### config.mk
export PLATFORM = sky130hd
export DESIGN_NAME = operand_shift_tx_flat
export DESIGN_NICKNAME = d
export VERILOG_FILES = /design/src/rtl/operand_shift_tx_if.sv /design/src/rtl/operand_shift_tx.sv /design/src/flat_wrapper.sv
export SDC_FILE = /design/constraint.sdc
export NUM_CORES = 1
export LEC_CHECK = 0
export BUFFER_PORTS_ARGS = -buffer_cell sky130_fd_sc_hd__buf_2
export CAP_MARGIN = 10
export CORE_MARGIN = 3
export CORE_UTILIZATION = 60
export CTS_CLUSTER_SIZE = 25
export DETAILED_ROUTE_END_ITERATION = 8
export GPL_TIMING_DRIVEN = 0
export MAX_ROUTING_LAYER = met4
export PLACE_DENSITY = 0.89
export REMOVE_ABC_BUFFERS = 1
export SYNTH_ARGS = -nofsm -noshare
export SYNTH_HDL_FRONTEND = slang
export SYNTH_SLANG_ARGS = --single-unit
### constraint.sdc
create_clock -name clk -period 5.05 [get_ports clk]
set_input_delay 1.01 -clock clk [delete_from_list [all_inputs] [get_ports clk]]
set_output_delay 1.01 -clock clk [all_outputs]
set_load 0.02 [all_outputs]
### src/rtl/operand_shift_tx_if.sv
// Handshake and serial-output bundle between an operand source and operand_shift_tx.
interface operand_shift_tx_if #(
  parameter int unsigned WIDTH = 16
);
  logic             in_valid;
  logic [WIDTH-1:0] in_a;
  logic [WIDTH-1:0] in_b;
  logic             in_ready;
  logic             ser_a;
  logic             ser_b;
  logic             latch;
  logic             busy;
  logic [7:0]       words_sent;

  modport master (
    output in_valid, in_a, in_b,
    input  in_ready, ser_a, ser_b, latch, busy, words_sent
  );

  modport slave (
    input  in_valid, in_a, in_b,
    output in_ready, ser_a, ser_b, latch, busy, words_sent
  );
endinterface

### src/rtl/operand_shift_tx.sv
// Serialises operand pairs MSB-first onto two lines, then pulses a latch strobe
// so a shift-in multiplier front-end captures the whole word.
module operand_shift_tx #(
  parameter int unsigned WIDTH = 16,
  parameter int unsigned GAP   = 0
) (
  input  logic              clk,
  input  logic              rst_n,
  operand_shift_tx_if.slave bus
);

  localparam int unsigned CW = $clog2(WIDTH);

  typedef enum logic [1:0] {
    IDLE,
    SHIFT,
    LATCH,
    GAPW
  } state_t;

  state_t             state_q;
  logic               full_q;
  logic [WIDTH-1:0]   buf_a_q;
  logic [WIDTH-1:0]   buf_b_q;
  logic [WIDTH-2:0]   sh_a_q;
  logic [WIDTH-2:0]   sh_b_q;
  logic [CW-1:0]      bit_q;
  logic [3:0]         gap_q;
  logic               ser_a_q;
  logic               ser_b_q;
  logic               latch_q;
  logic [7:0]         words_q;

  logic               accept;
  logic               load;
  logic               engine_free;

  // Buffer can only be accepted into while empty, and only loaded while full,
  // so the two never happen on the same edge.
  assign accept = bus.in_valid && !full_q;

  always_comb begin
    engine_free = 1'b0;
    unique case (state_q)
      IDLE:    engine_free = 1'b1;
      SHIFT:   engine_free = 1'b0;
      LATCH:   engine_free = (GAP == 0);
      GAPW:    engine_free = (gap_q == '0);
      default: engine_free = 1'b0;
    endcase
  end

  assign load = full_q && engine_free;

  always_ff @(posedge clk or negedge rst_n) begin
    if (!rst_n) begin
      full_q  <= 1'b0;
      buf_a_q <= '0;
      buf_b_q <= '0;
    end else if (accept) begin
      full_q  <= 1'b1;
      buf_a_q <= bus.in_a;
      buf_b_q <= bus.in_b;
    end else if (load) begin
      full_q  <= 1'b0;
    end
  end

  // The MSB leaves on the load edge itself, so the shift register only keeps
  // the remaining WIDTH-1 bits.
  always_ff @(posedge clk or negedge rst_n) begin
    if (!rst_n) begin
      state_q <= IDLE;
      sh_a_q  <= '0;
      sh_b_q  <= '0;
      bit_q   <= '0;
      gap_q   <= '0;
      ser_a_q <= 1'b0;
      ser_b_q <= 1'b0;
      latch_q <= 1'b0;
      words_q <= '0;
    end else begin
      ser_a_q <= 1'b0;
      ser_b_q <= 1'b0;
      latch_q <= 1'b0;
      if (load) begin
        state_q <= SHIFT;
        sh_a_q  <= buf_a_q[WIDTH-2:0];
        sh_b_q  <= buf_b_q[WIDTH-2:0];
        ser_a_q <= buf_a_q[WIDTH-1];
        ser_b_q <= buf_b_q[WIDTH-1];
        bit_q   <= CW'(WIDTH - 1);
      end else begin
        unique case (state_q)
          IDLE: begin
            state_q <= IDLE;
          end
          SHIFT: begin
            if (bit_q == '0) begin
              state_q <= LATCH;
              latch_q <= 1'b1;
              words_q <= words_q + 8'd1;
            end else begin
              ser_a_q <= sh_a_q[WIDTH-2];
              ser_b_q <= sh_b_q[WIDTH-2];
              sh_a_q  <= sh_a_q << 1;
              sh_b_q  <= sh_b_q << 1;
              bit_q   <= bit_q - 1'b1;
            end
          end
          LATCH: begin
            if (GAP != 0) begin
              state_q <= GAPW;
              gap_q   <= 4'(GAP - 1);
            end else begin
              state_q <= IDLE;
            end
          end
          GAPW: begin
            if (gap_q != '0) begin
              gap_q <= gap_q - 1'b1;
            end else begin
              state_q <= IDLE;
            end
          end
          default: state_q <= IDLE;
        endcase
      end
    end
  end

  assign bus.in_ready   = !full_q;
  assign bus.ser_a      = ser_a_q;
  assign bus.ser_b      = ser_b_q;
  assign bus.latch      = latch_q;
  assign bus.busy       = (state_q != IDLE) || full_q;
  assign bus.words_sent = words_q;

endmodule

### src/flat_wrapper.sv
// flat-port wrapper written by rule: the top's interface ports become plain ports
module operand_shift_tx_flat 
#(
  parameter int unsigned WIDTH = 16,
  parameter int unsigned GAP   = 0
)
  (clk, rst_n, bus_in_valid, bus_in_a, bus_in_b, bus_in_ready, bus_ser_a, bus_ser_b, bus_latch, bus_busy, bus_words_sent);
  operand_shift_tx_if #(.WIDTH(WIDTH)) bus_i ();
  input  logic clk;
  input  logic rst_n;
  input wire logic [$bits(bus_i.in_valid)-1:0] bus_in_valid;
  input wire logic [$bits(bus_i.in_a)-1:0] bus_in_a;
  input wire logic [$bits(bus_i.in_b)-1:0] bus_in_b;
  output wire logic [$bits(bus_i.in_ready)-1:0] bus_in_ready;
  output wire logic [$bits(bus_i.ser_a)-1:0] bus_ser_a;
  output wire logic [$bits(bus_i.ser_b)-1:0] bus_ser_b;
  output wire logic [$bits(bus_i.latch)-1:0] bus_latch;
  output wire logic [$bits(bus_i.busy)-1:0] bus_busy;
  output wire logic [$bits(bus_i.words_sent)-1:0] bus_words_sent;
  assign bus_i.in_valid = bus_in_valid;
  assign bus_i.in_a = bus_in_a;
  assign bus_i.in_b = bus_in_b;
  assign bus_in_ready = bus_i.in_ready;
  assign bus_ser_a = bus_i.ser_a;
  assign bus_ser_b = bus_i.ser_b;
  assign bus_latch = bus_i.latch;
  assign bus_busy = bus_i.busy;
  assign bus_words_sent = bus_i.words_sent;
  operand_shift_tx #(.WIDTH(WIDTH), .GAP(GAP)) u_core (.clk(clk), .rst_n(rst_n), .bus(bus_i));
endmodule
==> impl_metrics.json <==
{
  "synth_most_common_cell": "dfrtp_1",
  "fin_crit_sh_pct": 50.2,
  "worstPathMaxFanout": 12,
  "antennaDiodeCount": 0,
  "r2r-start": "u_core.state_q[0]",
  "routedWlPerCell_um": 17.3,
  "overflow": 0,
  "arrival_ns": 1.53,
  "switching_share_pct": 34.3,
  "wirelength_um": 7750,
  "dr.pass1.iters": 4,
  "seq_area_frac_synth_pct": 55.2,
  "setup_viol": 0,
  "n_fill_cell": 462,
  "ys_ff_latch": 84,
  "combPwrFrac_pct": 32.9,
  "status": "complete, no violations",
  "drc_errors": 0,
  "cts_hold_buffers": 0,
  "die_h_um": 85.7,
  "yosys_warnings": 0,
  "fin_setup_tns_ns": 0,
  "min_to": "u_core.bus.words_sent[7]",
  "syn2layout_area_growth_pct": 13.1,
  "dpl_worst_slack_ns": 1.96,
  "internal_power_mw": 1.52,
  "viasPerCell": 6.30,
  "ir_drop_mv": 0.356,
  "synth_top_cell_area_share_pct": 55.2,
  "place_area_um2": 4080,
  "hold_violations": 0,
  "design.die.area_um2": 7340,
  "first_global_vias": 2767,
  "hold_depth": 1,
  "max_stage_delay_ns": 0.59,
  "min_from": "u_core.bus.words_sent[7]",
  "ioPinCount": 48,
  "worst-r2r-cell-count": 4,
  "clockBufferDepth": 2,
  "gp_congestion": 0.773,
  "period_minus_slack_ns": 2.54,
  "drive_gt1_share_pct": 28.2,
  "cap_viol_max_count": 0,
  "num_rows": 28,
  "vias": 2818,
  "drt_iter0_drc": 215,
  "synthFlopType": "dfrtp_1",
  "clkPwrFrac_pct": 18.4,
  "post_cts_resized": 0,
  "synth_area_leaders": "dfrtp_1, o211ai_1, mux2_2",
  "grt_max_degree": 47,
  "rsz0062_at_grt": "no",
  "synth_area_um2": 3810,
  "root_buffer": "clkbuf_8",
  "yosys-top-cells-count": "dfrtp_1, o211ai_1, o21ai_0",
  "switchingPower_uw": 795,
  "finalInstanceArea_um2": 4310,
  "cts.sinks": 84,
  "p_seq_share_pct": 48.8,
  "async_flop_share_pct": 100,
  "worstSkewPairLatency_ns": 0.35,
  "layout_setup_ws_ns": 2.51,
  "fin_skew_ns": 0.00643,
  "tightest_slew_ns": 0.998,
  "startpoint_type": "flop",
  "slew_viol_final": 0,
  "core_um2": 6030,
  "synth_top_area_cell": "dfrtp_1",
  "grt_usage_pct": 23.4,
  "ys_types": 35,
  "initial_core_util_pct": 63.2,
  "numCtsBuffers": 9,
  "slowest_stage": "dfrtp_1",
  "cp.required_ns": 4.04,
  "grt_pass1_wl_um": 13100,
  "fmax_mhz": 394,
  "die_w_um": 85.7,
  "postRouteAntennaNets": 0,
  "synth-edff-count": 0,
  "p_leak_nw": 1.90,
  "fin_nets": 406,
  "htreeDepth": 3,
  "syn_inst": 336,
  "whs_ns": 0.471,
  "port_buffers": 47,
  "clkTransAtPathRegs_ns": 0.07,
  "r2r_end": "u_core.sh_a_q[2]",
  "grt_antenna_before_repair": 0,
  "r2r_slack_ns": 2.73,
  "power_density_nw_per_um2": 538,
  "crit_path_end_kind": "primary output",
  "post-dp-hpwl_um": 4790,
  "maxSlewHeadroom_pct": 33.4,
  "critPathKind": "reg2out",
  "post_cts_buffers": 0,
  "hold_path_class": "reg2reg",
  "crit_chain": "or3_1 > buf_2",
  "cts_tree": "yes",
  "syn-mean-instance-area_um2": 11.3
}
## through the flow
stage	total power [mW]	cells	utilization [%]
floorplan	1.63	304	-
global placement	1.80	426	66.5
detailed placement	1.87	429	67.8
CTS	2.30	444	70.6
global route	2.48	447	71.5
finish	2.32	447	71.5
## worst max-delay path by stage
stage	from	end	slack, ns	cells after the start
floorplan	bus_in_valid	u_core.buf_a_q[0]	2.05	2
global placement	u_core.bit_q[0]	u_core.state_q[0]	1.09	5
detailed placement	u_core.gap_q[0]	u_core.sh_a_q[2]	1.96	5
CTS	u_core.gap_q[0]	u_core.sh_a_q[14]	1.90	5
global route	u_core.full_q	bus_busy	2.45	2
finish	u_core.full_q	bus_busy	2.51	2
## registers in the layout (all words and copies together), names as in the netlist
register               count
u_core.bit_q               4
u_core.buf_a_q            16
u_core.buf_b_q            16
u_core.bus.latch           1
u_core.bus.ser_a           1
u_core.bus.ser_b           1
u_core.bus.words_sent      8
u_core.full_q              1
u_core.gap_q               4
u_core.sh_a_q             15
u_core.sh_b_q             15
u_core.state_q             2
## logic make-up (layout without fill, tap and decap cells)
family	after synthesis	in the layout	share of synthesized area, %
AO/OA/AOI/OAI	101	101	17.5
flip-flops	84	84	55.2
AND/OR/NAND/NOR	65	65	9.85
buffers and inverters	39	75	4.14
multiplexers	34	34	10.0
XOR/XNOR	10	10	2.30
adder cells (fa/ha/maj)	3	3	0.985
## layout by cell type, fill, tap and decap left out, types with 4 or more instances in the layout
| master | count |
|---|---|
| nand4_1 | 5 |
| mux2_2 | 32 |
| inv_1 | 7 |
| xnor2_1 | 5 |
| clkbuf_8 | 11 |
| buf_2 | 46 |
| nor2_1 | 6 |
| o211ai_1 | 58 |
| nand3_1 | 30 |
| o21ai_0 | 33 |
| xor2_1 | 5 |
| buf_8 | 4 |
| nor3_1 | 5 |
| dfrtp_1 | 84 |
| nand2_1 | 5 |
## power groups by stage
stage          clock network, mW  registers [mW]  logic (mW)
2_1_floorplan                  0            1.11       0.517
6_report                   0.425            1.13       0.761
5_1_grt                    0.457            1.17       0.859
3_5_place_dp                   0            1.15       0.715
3_3_place_gp                   0            1.13       0.662
4_1_cts                    0.434            1.14       0.720
## per-layer routing
metal | routed length [um] | GRT usage [%]
met4 | 116 | 8.35
met2 | 3730 | 34.2
met5 | 0 | -
met1 | 3430 | 31.6
met3 | 470 | 6.72
## worst max-delay path: cells and delay by family, from the launching register on
kind	cells	cell delay, ns
buffers and inverters	1	0.17
flip-flops	1	0.59
AND/OR/NAND/NOR	1	0.42
## area by class of cell
type | count | area, um^2 | area share [%]
clock buffers | 13 | 159 | 3.69
clock inverters | 2 | 10.0 | 0.232
inverters | 7 | 26.3 | 0.610
multi-input cells | 213 | 1570 | 36.3
flip-flops and latches | 84 | 2100 | 48.8
well taps | 75 | 93.8 | 2.18
repair buffers | 53 | 353 | 8.19
No activity file was read; power rests on OpenSTA's default activity.
